## src/rtl/dm_dmi_pkg.sv

```systemverilog
// Shared DMI request/response types, op encodings and sequencer states.
package dm_dmi_pkg;

  typedef struct packed {
    logic [6:0]  addr;
    logic [31:0] data;
    logic [1:0]  op;
  } dmi_req_t;

  typedef struct packed {
    logic [31:0] data;
    logic [1:0]  resp;
  } dmi_resp_t;

  typedef enum logic [1:0] {
    NOP   = 2'd0,
    READ  = 2'd1,
    WRITE = 2'd2
  } dtm_op_e;

  localparam logic [1:0] DTM_SUCCESS = 2'd0;
  localparam logic [1:0] DTM_ERR     = 2'd2;
  localparam logic [1:0] DTM_BUSY    = 2'd3;

  typedef enum logic [1:0] {
    IDLE,
    REQ,
    WAIT,
    DRAIN
  } seq_state_e;

endpackage

```

## src/rtl/dmi_resp_fifo.sv

```systemverilog
// Response FIFO with registered storage; clear_i empties it and drops a same-cycle push.
module dmi_resp_fifo
  import dm_dmi_pkg::*;
#(
  parameter  int unsigned DEPTH = 2,
  localparam int unsigned CW    = $clog2(DEPTH + 1)
) (
  input  logic          clk_i,
  input  logic          rst_i,
  input  logic          clear_i,
  input  logic          push,
  input  logic          pop,
  input  dmi_resp_t     din,
  output logic [CW-1:0] count,
  output dmi_resp_t     head
);

  localparam int unsigned PW = (DEPTH > 1) ? $clog2(DEPTH) : 1;

  dmi_resp_t     mem [DEPTH];
  logic [PW-1:0] wptr, rptr;

  function automatic logic [PW-1:0] nxt(input logic [PW-1:0] p);
    return (p == PW'(DEPTH - 1)) ? '0 : p + 1'b1;
  endfunction

  always_ff @(posedge clk_i) begin
    if (rst_i || clear_i) begin
      wptr  <= '0;
      rptr  <= '0;
      count <= '0;
    end else begin
      if (push) wptr <= nxt(wptr);
      if (pop)  rptr <= nxt(rptr);
      count <= count + CW'(push) - CW'(pop);
    end
  end

  always_ff @(posedge clk_i) begin
    if (rst_i) begin
      for (int i = 0; i < int'(DEPTH); i++) mem[i] <= '0;
    end else if (push && !clear_i) begin
      mem[wptr] <= din;
    end
  end

  assign head = mem[rptr];

endmodule

```

## src/rtl/dmi_req_sequencer.sv

```systemverilog
// Executes DMI requests as single reg-bus accesses and queues their responses.
// Optional WAIT timeout is enabled by defining DMI_REG_TIMEOUT_EN.
module dmi_req_sequencer
  import dm_dmi_pkg::*;
#(
  parameter int unsigned DEPTH          = 2,
  parameter int unsigned TIMEOUT_CYCLES = 255
) (
  input  logic        clk_i,
  input  logic        rst_i,
  input  logic        clear_i,
  input  logic [40:0] dmi_req_i,
  input  logic        dmi_req_valid_i,
  output logic        dmi_req_ready_o,
  output logic [33:0] dmi_resp_o,
  output logic        dmi_resp_valid_o,
  input  logic        dmi_resp_ready_i,
  output logic        reg_req_o,
  output logic        reg_we_o,
  output logic [6:0]  reg_addr_o,
  output logic [31:0] reg_wdata_o,
  input  logic        reg_gnt_i,
  input  logic        reg_rvalid_i,
  input  logic [31:0] reg_rdata_i,
  input  logic        reg_err_i
);

  localparam int unsigned CW = $clog2(DEPTH + 1);

  seq_state_e    state_q, state_d;
  dmi_req_t      req;
  dmi_resp_t     head, push_data;
  logic [CW-1:0] count;
  logic          push, pop, accept, is_rw, timeout;
  logic          we_q;
  logic [6:0]    addr_q;
  logic [31:0]   wdata_q;

  assign req              = dmi_req_i;
  assign is_rw            = (req.op == READ) || (req.op == WRITE);
  assign dmi_req_ready_o  = !rst_i && (state_q == IDLE) && !clear_i && (count < CW'(DEPTH));
  assign accept           = dmi_req_valid_i && dmi_req_ready_o;
  assign dmi_resp_valid_o = (count != '0);
  assign pop              = dmi_resp_valid_o && dmi_resp_ready_i;
  assign dmi_resp_o       = head;
  assign reg_we_o         = we_q;
  assign reg_addr_o       = addr_q;
  assign reg_wdata_o      = wdata_q;

`ifdef DMI_REG_TIMEOUT_EN
  localparam int unsigned TW = $clog2(TIMEOUT_CYCLES + 1);
  logic [TW-1:0] wait_cnt_q;

  // Held at zero outside WAIT, so every entry to WAIT starts a fresh count.
  always_ff @(posedge clk_i) begin
    if (rst_i || state_q != WAIT) wait_cnt_q <= '0;
    else                          wait_cnt_q <= wait_cnt_q + 1'b1;
  end

  assign timeout = (state_q == WAIT) && (wait_cnt_q == TW'(TIMEOUT_CYCLES - 1));
`else
  logic unused_timeout;
  assign unused_timeout = (TIMEOUT_CYCLES != 0);
  assign timeout        = 1'b0;
`endif

  always_ff @(posedge clk_i) begin
    if (rst_i) state_q <= IDLE;
    else       state_q <= state_d;
  end

  always_ff @(posedge clk_i) begin
    if (rst_i) begin
      we_q    <= 1'b0;
      addr_q  <= '0;
      wdata_q <= '0;
    end else if (accept && is_rw) begin
      we_q    <= (req.op == WRITE);
      addr_q  <= req.addr;
      wdata_q <= req.data;
    end
  end

  always_comb begin
    state_d = state_q;
    case (state_q)
      IDLE:    if (accept && is_rw) state_d = REQ;
      // A grant coinciding with clear still launches an access; drain its completion.
      REQ:     if (clear_i)        state_d = reg_gnt_i ? DRAIN : IDLE;
               else if (reg_gnt_i) state_d = WAIT;
      // A completion coinciding with clear leaves nothing to drain.
      WAIT:    if (reg_rvalid_i)            state_d = IDLE;
               else if (clear_i || timeout) state_d = DRAIN;
      DRAIN:   if (reg_rvalid_i) state_d = IDLE;
      default: state_d = IDLE;
    endcase
  end

  always_comb begin
    push      = 1'b0;
    push_data = '0;
    reg_req_o = (state_q == REQ);
    case (state_q)
      IDLE: if (accept && !is_rw) begin
        push           = 1'b1;
        push_data.resp = (req.op == NOP) ? DTM_SUCCESS : DTM_ERR;
      end
      WAIT: if (reg_rvalid_i) begin
        push           = 1'b1;
        push_data.data = we_q ? 32'h0 : reg_rdata_i;
        push_data.resp = reg_err_i ? DTM_ERR : DTM_SUCCESS;
      end else if (timeout) begin
        push           = 1'b1;
        push_data.resp = DTM_BUSY;
      end
      default: ;
    endcase
  end

  dmi_resp_fifo #(.DEPTH(DEPTH)) u_fifo (
    .clk_i   (clk_i),
    .rst_i   (rst_i),
    .clear_i (clear_i),
    .push    (push),
    .pop     (pop),
    .din     (push_data),
    .count   (count),
    .head    (head)
  );

endmodule

```

## config.mk

```make
export PLATFORM = sky130hd
export DESIGN_NAME = dmi_req_sequencer
export DESIGN_NICKNAME = d
export VERILOG_FILES = /design/src/rtl/dm_dmi_pkg.sv /design/src/rtl/dmi_resp_fifo.sv /design/src/rtl/dmi_req_sequencer.sv
export SDC_FILE = /design/constraint.sdc
export NUM_CORES = 1
export LEC_CHECK = 0
export BUFFER_PORTS_ARGS = -buffer_cell sky130_fd_sc_hd__buf_2
export CAP_MARGIN = 10
export CELL_PAD_IN_SITES_DETAIL_PLACEMENT = 1
export CELL_PAD_IN_SITES_GLOBAL_PLACEMENT = 2
export CORE_MARGIN = 2
export CORE_UTILIZATION = 33
export CTS_BUF_LIST = sky130_fd_sc_hd__clkbuf_16
export DETAILED_ROUTE_END_ITERATION = 16
export PLACE_DENSITY = 0.88
export REMOVE_ABC_BUFFERS = 1
export SLEW_MARGIN = 5
export SYNTH_ARGS = -nofsm -noshare
export SYNTH_HDL_FRONTEND = slang
export SYNTH_SLANG_ARGS = --single-unit
export TNS_END_PERCENT = 20
```

## constraint.sdc

```tcl
create_clock -name clk_i -period 7.6 [get_ports clk_i]
set_input_delay 0.76 -clock clk_i [delete_from_list [all_inputs] [get_ports clk_i]]
set_output_delay 0.76 -clock clk_i [all_outputs]
set_load 0.01 [all_outputs]
```

==> results by stage <==
Detailed routing:
- In the final routed layout, each cell accounts on average for 15.3 um.
- For this block, the via count after detailed routing is 3533.
- After the first detailed-routing iteration, the DRC count stood at 170.
- The final wirelength is 11.6 mm.
- The remaining number of nets flagged by the antenna check after routing is 0.
- The number of detailed-route iterations in the first pass is 4.
- After detailed routing, the number of remaining DRC violations is 0.
- The detailed-route vias per instance is 4.65.

Placed design:
- The number of input and output port buffers inserted is 156.
- The total half-perimeter wirelength after legalization and detailed placement is 8.01 mm.
- The minimum setup slack after placement is 4.50 ns.
- The weighted congestion at the end of routability-driven global placement is 0.739.

Power:
- The peak supply drop is 0.105 mV.
- Power comes to 1.46 mW.
- The analysis attributes to cell leakage a power of 2.65 nW.
- The cell area power density is 238 nW/um^2.

Global route:
- The first global-routing pass estimated 18.2 mm of wire.
- For this run the aggregate overflow at the end of global routing stands at 0.
- The number of antenna violations at the first check in global routing is 1.
- For this run, the total global-route usage over all layers was measured as 15.9%.
- The maximum number of pins on one net before global-route repair is 44.
- The number of global-route vias before repair is 3774.

STA:
- The number of slew-limit violations in the final report is 0.
- Of the available clock period, the critical path in the final layout requires 36.8%.
- The count of endpoints failing hold in the final timing report was 0.
- The worst pin sits at a relative slew slack of 25.6%.
- The count of endpoints failing setup in the final report is 0.
- Setup repair after global routing left no endpoint under its margin.
- The worst setup skew after layout is 0.00450 ns.
- The minimum setup slack in the final design is 4.80 ns.
- The final critical-path required period is 2.80 ns.
- The maximum clock frequency is 357 MHz.
- The actual slew at the worst max-slew pin is 1.11 ns.
- Summed over all failing endpoints, the final setup total negative slack is 0 ns.

Final layout:
- The antenna diode count is 0.
- The layout overhead on the synthesized area is 30.6%.
- The layout net count is 652.
- The proportion of layout cells with a drive suffix above 1 is 39.7%.
- The number of inserted filler cells in the final layout is 1588.

Die:
- The core area is 13900 um^2.
- For this configuration, the core starts out at a cell density of 33.8%.
- Measured along the y axis, the die boundary spans 123 um.
- After floorplanning, the core was divided into 43 placement rows.
- The number of top-level pins is 158.
- From left edge to right edge, the die measures 123 um.
- The floorplan step defined a die boundary enclosing 15200 um^2.

Setup path:
- The worst flop-to-flop path startpoint is state_q[0]$_SDFFE_PP0P_.
- The data required time at the worst endpoint is 6.84 ns.
- The largest fanout on the critical path is 43.
- STA classifies the critical path endpoint as a primary output.
- The startpoint class of the critical path is a primary input.
- The worst setup path startpoint is rst_i.
- The kind of critical path is in2out.
- The data arrival time of the critical path is 2.04 ns.

Logic synthesis:
- The most used flip-flop cell after synthesis is sky130_fd_sc_hd__edfxtp_1.
- The netlist area before placement is 4700 um^2.
- By area the synthesized netlist is led by sky130_fd_sc_hd__edfxtp_1 42%, sky130_fd_sc_hd__dfxtp_1 20%, sky130_fd_sc_hd__and2_1 8.8%.
- The largest total area in the synthesized netlist belongs to sky130_fd_sc_hd__edfxtp_1.
- The top cell type by area accounts for 42.2% of the synthesized area.
- Yosys mapped a number of flops with a built-in enable equal to 66.
- The distinct cell type count after synthesis is 27.
- In this run, synthesis produced a sequential element count of 113.
- The async set or reset register ratio after synthesis is 0%.
- Counting every instance in the synthesized netlist gives 414.
- The mean post-synth cell area is 11.3 um^2.
- For this run, the number of Yosys warnings is 0.
- Of the synthesized area, sequential elements account for 62.2%.

Flow run:
- Max-cap violations in this run came to 0.

Clocking:
- CTS saw 113 sinks.
- The H-tree was split into 4 levels.
- The post-CTS setup repair buffer count is 0.
- The number of buffers inserted during clock tree synthesis is 17.
- CTS placed an instance of sky130_fd_sc_hd__clkbuf_16 at the clock tree root.
- For this design, the CTS-stage hold fixing added 0 buffers.
- The number of instances resized during post-cts repair is 0.
- The later pin in the worst-skew pair is clocked with a latency of 0.41 ns.
- The number of buffers between clock root and the deepest sink is 2.
- Clock-pin slew was measured on the worst setup and hold paths at 0.05 ns.
- TritonCTS built the clock tree.

Run status:
- The flow ran to the end, and the final reports show no timing, DRC or antenna violations.

Min path:
- The worst hold path begins at reg_wdata_o[3]$_SDFFE_PP0P_.
- The path type of the worst min-delay path is reg2reg.
## cell families after synthesis
family                   count (synthesis)  synth area share [%]
AND/OR/NAND/NOR                        173                  18.2
flip-flops                             113                  62.2
AO/OA/AOI/OAI                           50                  5.91
buffers and inverters                   36                  3.89
multiplexers                            33                  7.91
adder cells (fa/ha/maj)                  4                  1.07
XOR/XNOR                                 4                 0.746
other                                    1                0.0798
## placed cells by master (no fill, tap or decap), types with 2 or more instances in the layout
master	instances
sky130_fd_sc_hd__or3_1	2
sky130_fd_sc_hd__nor2_1	8
sky130_fd_sc_hd__buf_4	5
sky130_fd_sc_hd__buf_2	156
sky130_fd_sc_hd__clkinvlp_4	3
sky130_fd_sc_hd__dfxtp_1	47
sky130_fd_sc_hd__nor3_4	2
sky130_fd_sc_hd__nor4_1	2
sky130_fd_sc_hd__mux2_2	33
sky130_fd_sc_hd__ha_1	4
sky130_fd_sc_hd__xor2_1	2
sky130_fd_sc_hd__nand2_1	87
sky130_fd_sc_hd__or2_2	2
sky130_fd_sc_hd__clkinv_1	3
sky130_fd_sc_hd__clkinv_2	7
sky130_fd_sc_hd__o2111a_1	2
sky130_fd_sc_hd__a21oi_1	42
sky130_fd_sc_hd__inv_1	10
sky130_fd_sc_hd__and2_1	66
sky130_fd_sc_hd__xnor2_1	2
sky130_fd_sc_hd__o21ai_0	4
sky130_fd_sc_hd__edfxtp_1	66
sky130_fd_sc_hd__clkbuf_16	17
## worst max-delay path, cell delays in order
cell and delay [ns]:
sky130_fd_sc_hd__buf_2 0.34, sky130_fd_sc_hd__or2_2 0.54, sky130_fd_sc_hd__nor4_1 0.21, sky130_fd_sc_hd__buf_2 0.18
## cells in the mapped netlist, types with 5 or more instances
cell type                  instances
sky130_fd_sc_hd__dfxtp_1          47
sky130_fd_sc_hd__buf_6             5
sky130_fd_sc_hd__and2_1           66
sky130_fd_sc_hd__buf_2             5
sky130_fd_sc_hd__a21oi_1          42
sky130_fd_sc_hd__mux2_2           33
sky130_fd_sc_hd__nand2_1          87
sky130_fd_sc_hd__nor2_1            9
sky130_fd_sc_hd__edfxtp_1         66
sky130_fd_sc_hd__inv_1             9
sky130_fd_sc_hd__clkbuf_1         16
## report_power, final
group	total [mW]	leakage (nW)	switching [mW]	internal [mW]
Clock	0.702	0.261	0.264	0.438
Combinational	0.0886	1.32	0.0505	0.0380
Sequential	0.672	1.06	0.00676	0.666
Total	1.46	2.65	0.322	1.14
## registers in the layout (all words and copies together), names as in the netlist, named ones only
name and cells:
reg_we_o 1, u_fifo.wptr 1, u_fifo.mem 66, u_fifo.count 2
reg_wdata_o 32, state_q 2, reg_addr_o 7, u_fifo.rptr 1
## final cells by class
class | count | area (um^2) | share of cell area, %
clock buffer | 17 | 425 | 6.93
clock inverter | 15 | 103 | 1.67
inverter | 9 | 33.8 | 0.551
multi-input combinational | 265 | 1610 | 26.2
sequential | 113 | 2920 | 47.6
tap | 180 | 225 | 3.67
timing repair buffer | 161 | 818 | 13.3
## path summary, 6_finish.rpt
path / endpoint / slack [ns] / cells past startpoint
setup / recovery: dmi_req_ready_o / 4.80 / 4
hold / removal: reg_wdata_o[3]$_SDFFE_PP0P_ / 0.45 / 2
setup reg to reg: u_fifo.mem[1][12]$_SDFFCE_PN0P_ / 5.25 / 5
hold reg to reg: reg_wdata_o[3]$_SDFFE_PP0P_ / 0.45 / 2
## layer usage
metal  track usage (%)  vias to the layer above  part of all wire [%]
met3              7.70                       18                    10
met4              6.18                        2                   1.3
met1              17.6                     1678                    42
met5                 0                        -                  0.11
li1                  -                     1702                     -
met2              26.3                      133                    47
## stage by stage
stage	hold slack, ns	util (%)	instances	area [um^2]
floorplan	0.474	-	387	4550
global placement	0.439	40.4	728	5610
detailed placement	0.448	40.4	728	5610
CTS	0.456	44.2	760	6140
global route	0.471	44.2	760	6140
finish	0.450	44.2	760	6140
Note: power is estimated with default switching activity, not from simulation.
